**src/rtl/priv_trap_controller.sv**
```systemverilog
`default_nettype none
// ============================================================================
//  Module      : priv_trap_controller
//  Description : Machine-mode trap sequencer. Prioritises exceptions and
//                enabled interrupts, latches cause/epc/tval and the trap
//                vector target, waits for the pipeline to drain, then issues
//                a one-cycle PC redirect with a CSR update strobe. Also
//                sequences mret and produces the wfi commit stall.
//  Revision    : 1.0 - initial release
// ============================================================================
module priv_trap_controller #(
    parameter  int NUM_EXTENSIONS   = 1,
    parameter  int RMGMT_CAUSE_BASE = 24,
    localparam int C_RMGMT_W        = (NUM_EXTENSIONS > 1) ? $clog2(NUM_EXTENSIONS) : 1
) (
    input  logic                 CLK,
    input  logic                 nRST,
    input  logic                 fault_insn,
    input  logic                 mal_insn,
    input  logic                 illegal_insn,
    input  logic                 fault_l,
    input  logic                 mal_l,
    input  logic                 fault_s,
    input  logic                 mal_s,
    input  logic                 breakpoint,
    input  logic                 env,
    input  logic                 prot_fault_i,
    input  logic                 prot_fault_l,
    input  logic                 prot_fault_s,
    input  logic                 ex_rmgmt,
    input  logic [C_RMGMT_W-1:0] ex_rmgmt_cause,
    input  logic                 ret,
    input  logic                 wfi,
    input  logic [31:0]          epc,
    input  logic [31:0]          badaddr,
    input  logic                 pipe_clear,
    input  logic                 timer_int,
    input  logic                 soft_int,
    input  logic                 ext_int,
    input  logic                 mstatus_mie,
    input  logic [2:0]           mie_bits,
    input  logic [31:0]          mtvec,
    input  logic [31:0]          mepc_r,
    output logic                 intr,
    output logic                 insert_pc,
    output logic [31:0]          priv_pc,
    output logic                 trap_we,
    output logic                 mret_we,
    output logic [31:0]          trap_cause,
    output logic [31:0]          trap_epc,
    output logic [31:0]          trap_tval,
    output logic                 wfi_stall
);

    localparam logic [1:0] c_IDLE      = 2'd0;
    localparam logic [1:0] c_TRAP_WAIT = 2'd1;
    localparam logic [1:0] c_RET_WAIT  = 2'd2;
    localparam logic [1:0] c_REDIRECT  = 2'd3;

    logic [1:0]  r_state;
    logic [1:0]  w_next_state;
    logic [2:0]  r_ip;
    logic [2:0]  w_ip_masked;
    logic        w_int_en;
    logic        w_fault_i;
    logic        w_fault_l;
    logic        w_fault_s;
    logic        w_any_exc;
    logic        w_take_trap;
    logic        w_take_ret;
    logic [31:0] w_cause;
    logic [31:0] w_tval;
    logic [31:0] w_target;
    logic [31:0] r_cause;
    logic [31:0] r_epc;
    logic [31:0] r_tval;
    logic [31:0] r_target;
    logic        r_from_trap;

    assign w_fault_i   = fault_insn | prot_fault_i;
    assign w_fault_l   = fault_l    | prot_fault_l;
    assign w_fault_s   = fault_s    | prot_fault_s;
    assign w_any_exc   = w_fault_i | illegal_insn | mal_insn | env | breakpoint |
                         mal_s | mal_l | w_fault_s | w_fault_l | ex_rmgmt;
    assign w_ip_masked = r_ip & mie_bits;
    assign w_int_en    = (|w_ip_masked) & mstatus_mie;
    assign w_take_trap = (r_state == c_IDLE) & (w_any_exc | w_int_en);
    assign w_take_ret  = (r_state == c_IDLE) & ~w_take_trap & ret;

    // Interrupt lines are sampled once per cycle; bit order {ext, timer, soft}
    always_ff @(posedge CLK) begin
        if (!nRST) r_ip <= 3'b000;
        else       r_ip <= {ext_int, timer_int, soft_int};
    end

    // Cause/tval selection by fixed priority; exceptions beat interrupts
    always_comb begin
        w_cause = 32'd0;
        w_tval  = 32'd0;
        if (w_any_exc) begin
            if      (w_fault_i)    w_cause = 32'd1;
            else if (illegal_insn) w_cause = 32'd2;
            else if (mal_insn)     w_cause = 32'd0;
            else if (env)          w_cause = 32'd11;
            else if (breakpoint)   w_cause = 32'd3;
            else if (mal_s)        w_cause = 32'd6;
            else if (mal_l)        w_cause = 32'd4;
            else if (w_fault_s)    w_cause = 32'd7;
            else if (w_fault_l)    w_cause = 32'd5;
            else                   w_cause = 32'(RMGMT_CAUSE_BASE) + 32'(ex_rmgmt_cause);
            case (w_cause)
                32'd0, 32'd1, 32'd4, 32'd5, 32'd6, 32'd7: w_tval = badaddr;
                32'd3:                                    w_tval = epc;
                default:                                  w_tval = 32'd0;
            endcase
        end else begin
            if      (w_ip_masked[2]) w_cause = 32'h8000_000B;
            else if (w_ip_masked[0]) w_cause = 32'h8000_0003;
            else                     w_cause = 32'h8000_0007;
        end
        // Vectored mode offsets interrupts only; exceptions use the base
        w_target = {mtvec[31:2], 2'b00};
        if (!w_any_exc && (mtvec[1:0] == 2'b01))
            w_target = {mtvec[31:2], 2'b00} + {25'd0, w_cause[4:0], 2'b00};
    end

    // Trap context latches; held frozen until the next trap is accepted
    always_ff @(posedge CLK) begin
        if (!nRST) begin
            r_cause     <= 32'd0;
            r_epc       <= 32'd0;
            r_tval      <= 32'd0;
            r_target    <= 32'd0;
            r_from_trap <= 1'b0;
        end else if (w_take_trap) begin
            r_cause     <= w_cause;
            r_epc       <= epc;
            r_tval      <= w_tval;
            r_target    <= w_target;
            r_from_trap <= 1'b1;
        end else if (w_take_ret) begin
            r_from_trap <= 1'b0;
        end
    end

    // State register
    always_ff @(posedge CLK) begin
        if (!nRST) r_state <= c_IDLE;
        else       r_state <= w_next_state;
    end

    // Next-state and strobe decode
    always_comb begin
        w_next_state = r_state;
        intr         = 1'b0;
        insert_pc    = 1'b0;
        trap_we      = 1'b0;
        mret_we      = 1'b0;
        priv_pc      = 32'd0;
        case (r_state)
            c_IDLE: begin
                if      (w_take_trap) w_next_state = c_TRAP_WAIT;
                else if (w_take_ret)  w_next_state = c_RET_WAIT;
            end
            c_TRAP_WAIT: begin
                intr = 1'b1;
                if (pipe_clear) w_next_state = c_REDIRECT;
            end
            c_RET_WAIT: begin
                if (pipe_clear) w_next_state = c_REDIRECT;
            end
            default: begin
                insert_pc    = 1'b1;
                trap_we      = r_from_trap;
                mret_we      = ~r_from_trap;
                priv_pc      = r_from_trap ? r_target : mepc_r;
                w_next_state = c_IDLE;
            end
        endcase
    end

    assign trap_cause = r_cause;
    assign trap_epc   = r_epc;
    assign trap_tval  = r_tval;

    // Any locally enabled pending interrupt wakes the core, even with MIE clear
    assign wfi_stall = wfi & (r_state == c_IDLE) & (w_ip_masked == 3'b000);

endmodule
`default_nettype wire

```
**config.mk**
```make
export PLATFORM = sky130hd
export DESIGN_NAME = priv_trap_controller
export DESIGN_NICKNAME = d
export VERILOG_FILES = /design/src/rtl/priv_trap_controller.sv
export SDC_FILE = /design/constraint.sdc
export NUM_CORES = 1
export LEC_CHECK = 0
export BUFFER_PORTS_ARGS = -buffer_cell sky130_fd_sc_hd__buf_4
export CAP_MARGIN = 30
export CORE_AREA = 2 2 154 96
export DETAILED_ROUTE_END_ITERATION = 16
export DIE_AREA = 0 0 156 98
export PLACE_DENSITY = 0.84
export SYNTH_ARGS = -nofsm -noshare
export SYNTH_HDL_FRONTEND = slang
export SYNTH_SLANG_ARGS = --single-unit
```
**constraint.sdc**
```tcl
create_clock -name CLK -period 9.1 [get_ports CLK]
set_input_delay 1.82 -clock CLK [delete_from_list [all_inputs] [get_ports CLK]]
set_output_delay 1.82 -clock CLK [all_outputs]
set_load 0.1 [all_outputs]
```
Word-level counts from Yosys, hierarchy flattened --
Index checks and enable logic that the tools add are counted.
Word-level totals: register bits after elaboration 134, output and inout bits 133, word-level logic and storage cells 81
Operators by class: add/subtract/negate cells 2, eq/ne operators 11, mux-type cells 28, bitwise gates (word level) 22, reduce and logical (&&, ||, !) cells 11
Operators with widths (count):
- 32-bit 2-to-1 mux | 6
- 32-bit by 3-bit equality test with 1-bit output, second input constant | 4
- 32-bit case mux with 2 select lines | 1
- 6-bit 2-to-1 mux | 9
- 32-bit by 7-bit adder with 32-bit output | 1
- 32-bit by 1-bit equality test with 1-bit output, second input constant | 1
- 32-bit by 2-bit equality test with 1-bit output, second input constant | 1
- 32-bit logical NOT | 1
- 1-bit OR | 13
- 5-bit by 1-bit adder with 6-bit output, first input constant | 1
- 1-bit AND | 6
- 1-bit 2-to-1 mux | 6
- 2-bit 2-to-1 mux | 3
- 3-bit OR reduction | 2
- 6-bit OR reduction | 1
- 2-bit by 1-bit equality test with 1-bit output, second input constant | 2
- 4-bit 2-to-1 mux | 1
- 2-bit case mux with 2 select lines | 1
- 3-bit AND | 1
- 3-bit logical NOT | 1
- 3-bit 2-to-1 mux | 1
- 3-bit != test, second input constant | 1
- 2-bit equality test, second input constant | 1
- 2-bit logical NOT | 1
- 7 further kinds | 8

Longest topological paths before layout --
Gate-level depths: netlist (run 1).
word-level depth 18, depth in mapped cells 12

Least setup slack after synthesis (run 1) --
Ideal clock, no wire load.
path kind flip-flop to output port, start point reg r_state[0], end point out priv_pc[0], arrival 3.642 ns, path slack 3.638 ns, stages on the path, launching flop included 4, buffers on the path 0, cells stage by stage dfxtp_1 ha_1 nor2b_1 and2_1
Between the ends: cells in the longest elaborated chain, start to end 3, elaborated cells on any way between the ends 5
Ends and longest elaborated chain:
- start, declared | RTL line 60 | logic [1:0] r_state;
- start signal, assigned | RTL line 148 | if (!nRST) r_state <= c_IDLE;
- start signal, assigned | RTL line 149 | else r_state <= w_next_state;
- 2-bit equality test, or another cell as far along | RTL line 160 | case (r_state)
- 3-bit OR reduction (no line) (*)
- 32-bit 2-to-1 mux (*) | RTL line 160
- end, declared | RTL line 46 | output logic [31:0] priv_pc,
Mark *: on every way between the ends. The rest lies on a longest branch, timed or not.

Worst setup path in the final report (run 1) --
start point in mal_insn, end point reg r_target[28]
Between the ends: cells in the longest elaborated chain, start to end 11, elaborated cells on any way between the ends 19
Ends and longest elaborated chain:
- start, declared | RTL line 19 | input logic mal_insn,
- 1-bit OR (4 in a row) | RTL line 83 | assign w_any_exc = w_fault_i | illegal_insn | mal_insn | env | breakpoint |
- 1-bit OR (4 in a row) | RTL line 84 | mal_s | mal_l | w_fault_s | w_fault_l | ex_rmgmt;
- 32-bit 2-to-1 mux (*) | RTL line 100 | if (w_any_exc) begin
- via w_cause[0] | RTL line 71 | logic [31:0] w_cause;
- 32-bit by 7-bit adder with 32-bit output (*) | RTL line 124 | w_target = {mtvec[31:2], 2'b00} + {25'd0, w_cause[4:0], 2'b00};
- 32-bit 2-to-1 mux (*) | RTL line 123 | if (!w_any_exc && (mtvec[1:0] == 2'b01))
- end signal, assigned | RTL line 139 | r_target <= w_target;
- end, declared | RTL line 77 | logic [31:0] r_target;
Mark *: on every way through the listed nets, which the timed path passes. The rest lies on a longest branch. The select of a mux whose other input is x is not followed. A chain may end at the register's enable or synchronous reset.

==> results of run 1 <==
==> metrics by stage <==
step / worst slack [ns] / instance area [um2] / std cells / hold slack [ns] / total power (uW)
CTS: 4.13 / 8320 / 1215 / 0.458 / 2520
detailed placement: 3.76 / 8020 / 1199 / 0.447 / 2120
finish: 4.08 / 8320 / 1215 / 0.456 / 2500
global route: 3.85 / 8320 / 1215 / 0.476 / 2630
floorplan: 3.64 / 6190 / 838 / 0.455 / 1790
global placement: 3.96 / 8000 / 1198 / 0.442 / 2100
==> synthesized netlist by cell type (3+ instances only) <==
cell       instances  area (um2)
buf_4             26         195
o31a_1             6        52.6
nand2b_1           4        25.0
o21a_1             3        22.5
nand4_1           11        68.8
o31ai_1            4        30.0
ha_1               8         100
o21ai_0           69         345
a311oi_1           5        43.8
or4_1              9        67.6
inv_1             12        45.0
a31oi_1           10        62.6
dfxtp_1          106        2120
a211oi_1           3        22.5
nand2_1          155         582
clkbuf_1          46         173
mux2i_1           32         320
nand3_1           15        75.1
nor2_1            19        71.3
or3_1              5        31.3
o2111ai_1          5        43.8
and3_1             5        31.3
nor2b_1           33         206
buf_2             10        50.1
o211ai_1           6        45.0
and2_1            42         263
nor3_1             8        40.0
a21oi_1          114         571
xor2_1             4        35.0
==> flip-flops by register name, indices dropped and copies added, names as in the netlist <==
name,count
r_ip,3
trap_epc,32
r_state,2
trap_cause,6
trap_tval,32
r_target,30
r_from_trap,1
==> cell usage in the layout (no fill, tap or decap), types with 2 or more instances in the layout <==
| cell | Yosys | routed |
|---|---|---|
| clkbuf_8 | 0 | 2 |
| inv_8 | 0 | 2 |
| and2_1 | 42 | 42 |
| conb_1 | 1 | 26 |
| o31ai_1 | 4 | 4 |
| ha_1 | 8 | 8 |
| nor2_1 | 19 | 19 |
| o211ai_1 | 6 | 6 |
| nor4_4 | 2 | 2 |
| clkbuf_16 | 0 | 9 |
| xor2_1 | 4 | 4 |
| inv_1 | 12 | 12 |
| and3_1 | 5 | 5 |
| a311oi_1 | 5 | 5 |
| or4_1 | 9 | 9 |
| nand2b_1 | 4 | 4 |
| or3_1 | 5 | 5 |
| nand2_1 | 155 | 155 |
| o2111ai_1 | 5 | 5 |
| a31oi_1 | 10 | 10 |
| or2_2 | 2 | 2 |
| a21oi_1 | 114 | 114 |
| o21a_1 | 3 | 2 |
| o31a_1 | 6 | 6 |
| clkinvlp_4 | 0 | 2 |
| buf_4 | 26 | 264 |
| nor3_1 | 8 | 7 |
| mux2i_1 | 32 | 32 |
| nor2b_1 | 33 | 33 |
| o21ai_0 | 69 | 68 |
| nand3_1 | 15 | 15 |
| a211oi_1 | 3 | 3 |
| nor3b_1 | 2 | 2 |
| a31o_2 | 2 | 2 |
| xnor2_1 | 2 | 2 |
| dfxtp_1 | 106 | 105 |
| nor4_1 | 2 | 2 |
| nand4_1 | 11 | 11 |
| and4_2 | 2 | 2 |
==> final cells by class <==
cell class / instances / area [um2] / share of cell area
clock inverters: 5 / 46.3 / 0.00557
clock buffers: 11 / 253 / 0.0304
multi-input cells: 635 / 3620 / 0.436
inverters: 13 / 48.8 / 0.00587
well taps: 180 / 225 / 0.0271
flip-flops and latches: 106 / 2120 / 0.255
repair buffers: 265 / 2000 / 0.240
==> final timing paths <==
path | from | end | slack, ns | cells after the start
max | mal_insn | r_target[28] | 4.08 | 12
min | trap_tval[25] | trap_tval[25] | 0.46 | 2
max reg2reg | r_ip[2] | r_target[23] | 5.89 | 9
min reg2reg | trap_tval[25] | trap_tval[25] | 0.46 | 2
==> report_power, final <==
part | total, uW | switching [uW] | internal [uW]
combinational | 1440 | 1090 | 342
clock | 389 | 184 | 205
sequential | 679 | 90.5 | 588
total | 2500 | 1370 | 1140
==> cell families after synthesis <==
| family | Yosys count |
|---|---|
| AO/OA/AOI/OAI | 239 |
| flip-flops | 106 |
| AND/OR/NAND/NOR | 323 |
| adder cells (fa/ha/maj) | 9 |
| XOR/XNOR | 6 |
| multiplexers | 32 |
| other | 1 |
| buffers and inverters | 97 |
==> tightest hold or removal path: stages, from the launching register on <==
cell and delay [ns]:
dfxtp_1 0.31, nand2_1 0.05, a21oi_1 0.05
==> metal layers <==
| layer | vias up | GRT usage | part of all wire |
|---|---|---|---|
| met2 | 309 | 0.393 | 0.44 |
| met3 | 27 | 0.0719 | 0.097 |
| li1 | 3228 | - | - |
| met5 | - | 0 | 0 |
| met1 | 3048 | 0.352 | 0.45 |
| met4 | 0 | 0.0558 | 0.014 |
==> flow_metrics.env, run 1 <==
export IMPL_viasPerCell=5.44
export IMPL_antenna_found_initial=0
export IMPL_synthFlopType="dfxtp_1"
export IMPL_max_slew_margin_rel=0.317
export IMPL_ant_nets=0
export IMPL_cts_root_buf="clkbuf_16"
export IMPL_die_h_um=98
export IMPL_crit_chain="buf_4 > nor4_4 > nand4_1 > nand3_1 > ha_1 > inv_1 > fa_1 > nor2b_1 > o31a_1 > o211ai_1 > or4_1 > a31oi_1"
export IMPL_max_vdd_ir_drop_uv=213
export IMPL_cts_sinks=106
export IMPL_syn_inst=813
export IMPL_syn_area_um2=6100
export IMPL_leakage_uw=0.00372
export IMPL_ctsResizeCount=0
export IMPL_die_area_um2=15300
export IMPL_wl_um=20100
export IMPL_cp_start_kind="primary input"
export IMPL_layout_nets=1193
export IMPL_fin_tns_setup_ns=0
export IMPL_hold_buffers=0
export IMPL_synth_compound_area_share=0.223
export IMPL_dieWidth_um=156
export IMPL_max_cap_viol_count=0
export IMPL_portBuffers=260
export IMPL_final_core_util=0.594
export IMPL_async_flop_share=0
export IMPL_start_util=0.436
export IMPL_skew_ns=0.00672
export IMPL_fin_crit_sh=0.552
export IMPL_dp_hpwl_um=14900
export IMPL_clkSlewWorstSetupHoldPaths_ns=0.07
export IMPL_cts_tree="built"
export IMPL_wl_per_cell_um=16.5
export IMPL_finalSetupViolCount=0
export IMPL_n_fill_cell=1347
export IMPL_diodes=0
export IMPL_grt_max_degree=94
export IMPL_cts_buffers=9
export IMPL_arrival_ns=5.29
export IMPL_synth_adder_area_share=0.0197
export IMPL_hold_violations=0
export IMPL_layout_drive_gt1_share=0.291
export IMPL_synth_distinct_cells=59
export IMPL_muxShareOfSynthArea=0.0525
export IMPL_rsz0062_at_grt="no"
export IMPL_path_max_fanout=8
export IMPL_drv_slew=0
export IMPL_worstSetupEndpointType="flop"
export IMPL_postCtsSetupRepairBufs=0
export IMPL_avgSynthCellArea_um2=7.50
export IMPL_gr_usage_all_layers=0.253
export IMPL_max_stage_delay_ns=0.56
export IMPL_min_path_type="reg -> reg"
export IMPL_synth_top_family_by_area="simple AND/OR/NAND/NOR gates"
export IMPL_area_delta_synth_final_pct=36.4
export IMPL_grt_pass1_vias=6055
export IMPL_crit_type="in -> reg"
export IMPL_drt_iter0_drc=476
export IMPL_cts_max_level=3
export IMPL_ys_seq_elements=106
export IMPL_crit_buf_inv=2
export IMPL_io_pins=287
export IMPL_first_pass_iters=5
export IMPL_grt_overflow_total=0
export IMPL_tightest_slew_ns=1.02
export IMPL_ys_warn_count=0
export IMPL_required_ns=9.37
export IMPL_gp_congestion=0.902
export IMPL_synth_simple_area_share=0.270
export IMPL_status="finished clean"
export IMPL_slowest_stage="or4_1"
export IMPL_core_area_um2=14000
export IMPL_cp_top_family="simple AND/OR/NAND/NOR gates"
export IMPL_synth_edf_count=0
export IMPL_clkLatencyLatePin_ns=0.34
export IMPL_grt_pass1_wl_um=31000
export IMPL_layout_min_cycle_time_ns=5.02
export IMPL_row_count=34
export IMPL_fmax_ghz=0.199
export IMPL_clock_path_buffers=2
export IMPL_via_count=6612
export IMPL_synthXorXnorAreaFrac=0.00862
export IMPL_drc=0
export IMPL_power_per_cell_area_nw_per_um2=301
export IMPL_synth_seq_area_share=0.348
Note: power is estimated with default switching activity, not from simulation.
==> inputs of run 2 (changes only) <==
- CORE_AREA: 2 2 154 96 -> 2 2 157 98
- DIE_AREA: 0 0 156 98 -> 0 0 159 100
- PLACE_DENSITY: 0.84 -> 0.85
- clock period: 9.1 -> 4.3 ns (I/O delays scaled with it)
==> run 2 against run 1 <==
Clock skew increased by 0.0025 ns. Count of clock-buffer cells in the layout decreased by 1. Global-route usage decreased by 0.91 points. Critical endpoint is now r_target[22]. Routed wire length increased by 1.3%. First-iteration DRC count decreased by 13%. Utilization decreased by 2.4 points. Die area increased by 4.0%. Largest cell class unchanged.
==> flow_metrics.env, run 2 (synthesis gave the netlist of run 1 again) <==
export IMPL_drc=0
export IMPL_io_pins=287
export IMPL_fmax_ghz=0.272
export IMPL_p_total_uw=5340
export IMPL_clkLatencyLatePin_ns=0.35
export IMPL_clkSlewWorstSetupHoldPaths_ns=0.07
export IMPL_placed_cell_area_um2=8090
export IMPL_tightest_slew_ns=0.987
export IMPL_min_path_type="reg -> reg"
export IMPL_path_max_fanout=6
export IMPL_viasPerCell=5.31
export IMPL_power_per_cell_area_nw_per_um2=636
export IMPL_max_cap_viol_count=0
export IMPL_start_util=0.415
export IMPL_routed_wl_met3_um=2030
export IMPL_instances_no_fill=1242
export IMPL_clock_path_buffers=2
export IMPL_ant_nets=0
export IMPL_layout_nets=1197
export IMPL_crit_type="in -> reg"
export IMPL_highest_layer="met4"
export IMPL_fin_tns_setup_ns=0
export IMPL_postCtsSetupRepairBufs=0
export IMPL_dp_hpwl_um=15200
export IMPL_slowest_stage="or4_1"
export IMPL_cts_max_level=3
export IMPL_drv_slew=0
export IMPL_wl_met1_um=9090
export IMPL_layout_min_cycle_time_ns=3.68
export IMPL_wl_per_cell_um=16.4
export IMPL_hold_violations=0
export IMPL_wl_um=20300
export IMPL_layout_drive_gt1_share=0.294
export IMPL_path_common_cell="buf_4"
export IMPL_via_count=6597
export IMPL_cp_start_kind="primary input"
export IMPL_cts_root_buf="clkbuf_16"
export IMPL_grt_max_degree=94
export IMPL_max_vdd_ir_drop_uv=419
export IMPL_die_h_um=100
export IMPL_grt_pass1_wl_um=31300
export IMPL_skew_ns=0.00919
export IMPL_fin_crit_sh=0.856
export IMPL_gr_usage_all_layers=0.244
export IMPL_dieWidth_um=159
export IMPL_layout_commonest_cell="buf_4"
export IMPL_grt_overflow_total=0
export IMPL_cts_tree="built"
export IMPL_max_stage_delay_ns=0.47
export IMPL_reg2reg_from="r_ip[2]"
export IMPL_cts_buffers=9
export IMPL_required_ns=4.57
export IMPL_wl_met2_um=8810
export IMPL_gp_congestion=0.879
export IMPL_final_core_util=0.571
export IMPL_diodes=0
export IMPL_rsz0062_at_grt="no"
export IMPL_crit_end="r_target[22]"
export IMPL_arrival_ns=3.95
export IMPL_row_count=35
export IMPL_cts_sinks=106
export IMPL_worstSetupEndpointType="flop"
export IMPL_area_delta_synth_final_pct=37.7
export IMPL_dp_cells=1226
export IMPL_reg2reg_setup_slack_ns=1.27
export IMPL_stdcell_area_um2=8400
export IMPL_portBuffers=260
export IMPL_drt_iter0_drc=416
export IMPL_critPathLaunch="mal_s"
export IMPL_antenna_found_initial=0
export IMPL_grt_pass1_vias=6005
export IMPL_finalSetupViolCount=0
export IMPL_ctsResizeCount=0
export IMPL_leakage_uw=0.00375
export IMPL_core_area_um2=14700
export IMPL_first_pass_iters=6
export IMPL_crit_chain="buf_4 > nor2_1 > o21ai_0 > a211o_2 > nand3_1 > ha_1 > inv_1 > fa_1 > nor2b_1 > o31a_1 > buf_4 > o2111ai_1 > or4_1 > a31oi_1"
export IMPL_hold_buffers=0
export IMPL_most_common_layout_cells="267 x buf_4, 155 x nand2_1, 114 x a21oi_1"
export IMPL_die_area_um2=15900
export IMPL_reg2regPathDepth=9
export IMPL_rr_endpoint="r_target[21]"
export IMPL_status="finished clean"
export IMPL_max_slew_margin_rel=0.342
-- run 2: worst max-delay path: cells and delay by family --
family | cells | cell delay (ns)
compound gates | 5 | 1.13
fa+ha+maj | 2 | 0.59
buf+inv | 3 | 0.35
simple gates | 4 | 1.01
-- run 2: stage by stage --
step	hold WS, ns	worst slack, ns
after CTS	0.458	0.711
final	0.455	0.621
after detailed placement	0.447	0.354
after global placement	0.442	0.493
after global routing	0.476	0.483
after floorplan	0.455	0.312
-- run 2: layer usage --
| metal | GRT usage | vias to the layer above |
|---|---|---|
| li1 | - | 3226 |
| met1 | 0.337 | 3024 |
| met2 | 0.377 | 319 |
| met3 | 0.0678 | 28 |
| met4 | 0.0671 | 0 |
| met5 | 0 | - |
-- run 2: worst min-delay path by stage --
| stage | startpoint | end | slack (ns) | cells past startpoint |
|---|---|---|---|---|
| 4_1_cts | trap_tval[27] | trap_tval[27] | 0.46 | 2 |
| 3_3_place_gp | trap_epc[27] | trap_epc[27] | 0.44 | 2 |
| 5_1_grt | trap_epc[21] | trap_epc[21] | 0.48 | 2 |
| 6_report | trap_tval[18] | trap_tval[18] | 0.45 | 2 |
| 3_5_place_dp | trap_tval[27] | trap_tval[27] | 0.45 | 2 |
| 2_1_floorplan | r_state[1] | r_state[1] | 0.46 | 2 |
-- run 2: cell type report --
class / instances / area [um2]
clock inverters: 6 / 75.1
repair buffers: 269 / 2040
multi-input cells: 635 / 3630
flip-flops and latches: 106 / 2120
clock buffers: 10 / 229
fillers: 1397 / 6320
inverters: 13 / 48.8
well taps: 203 / 254
-- run 2: power by group --
part           internal [uW]  switching, uW
sequential              1240            192
combinational            739           2310
clock                    461            392
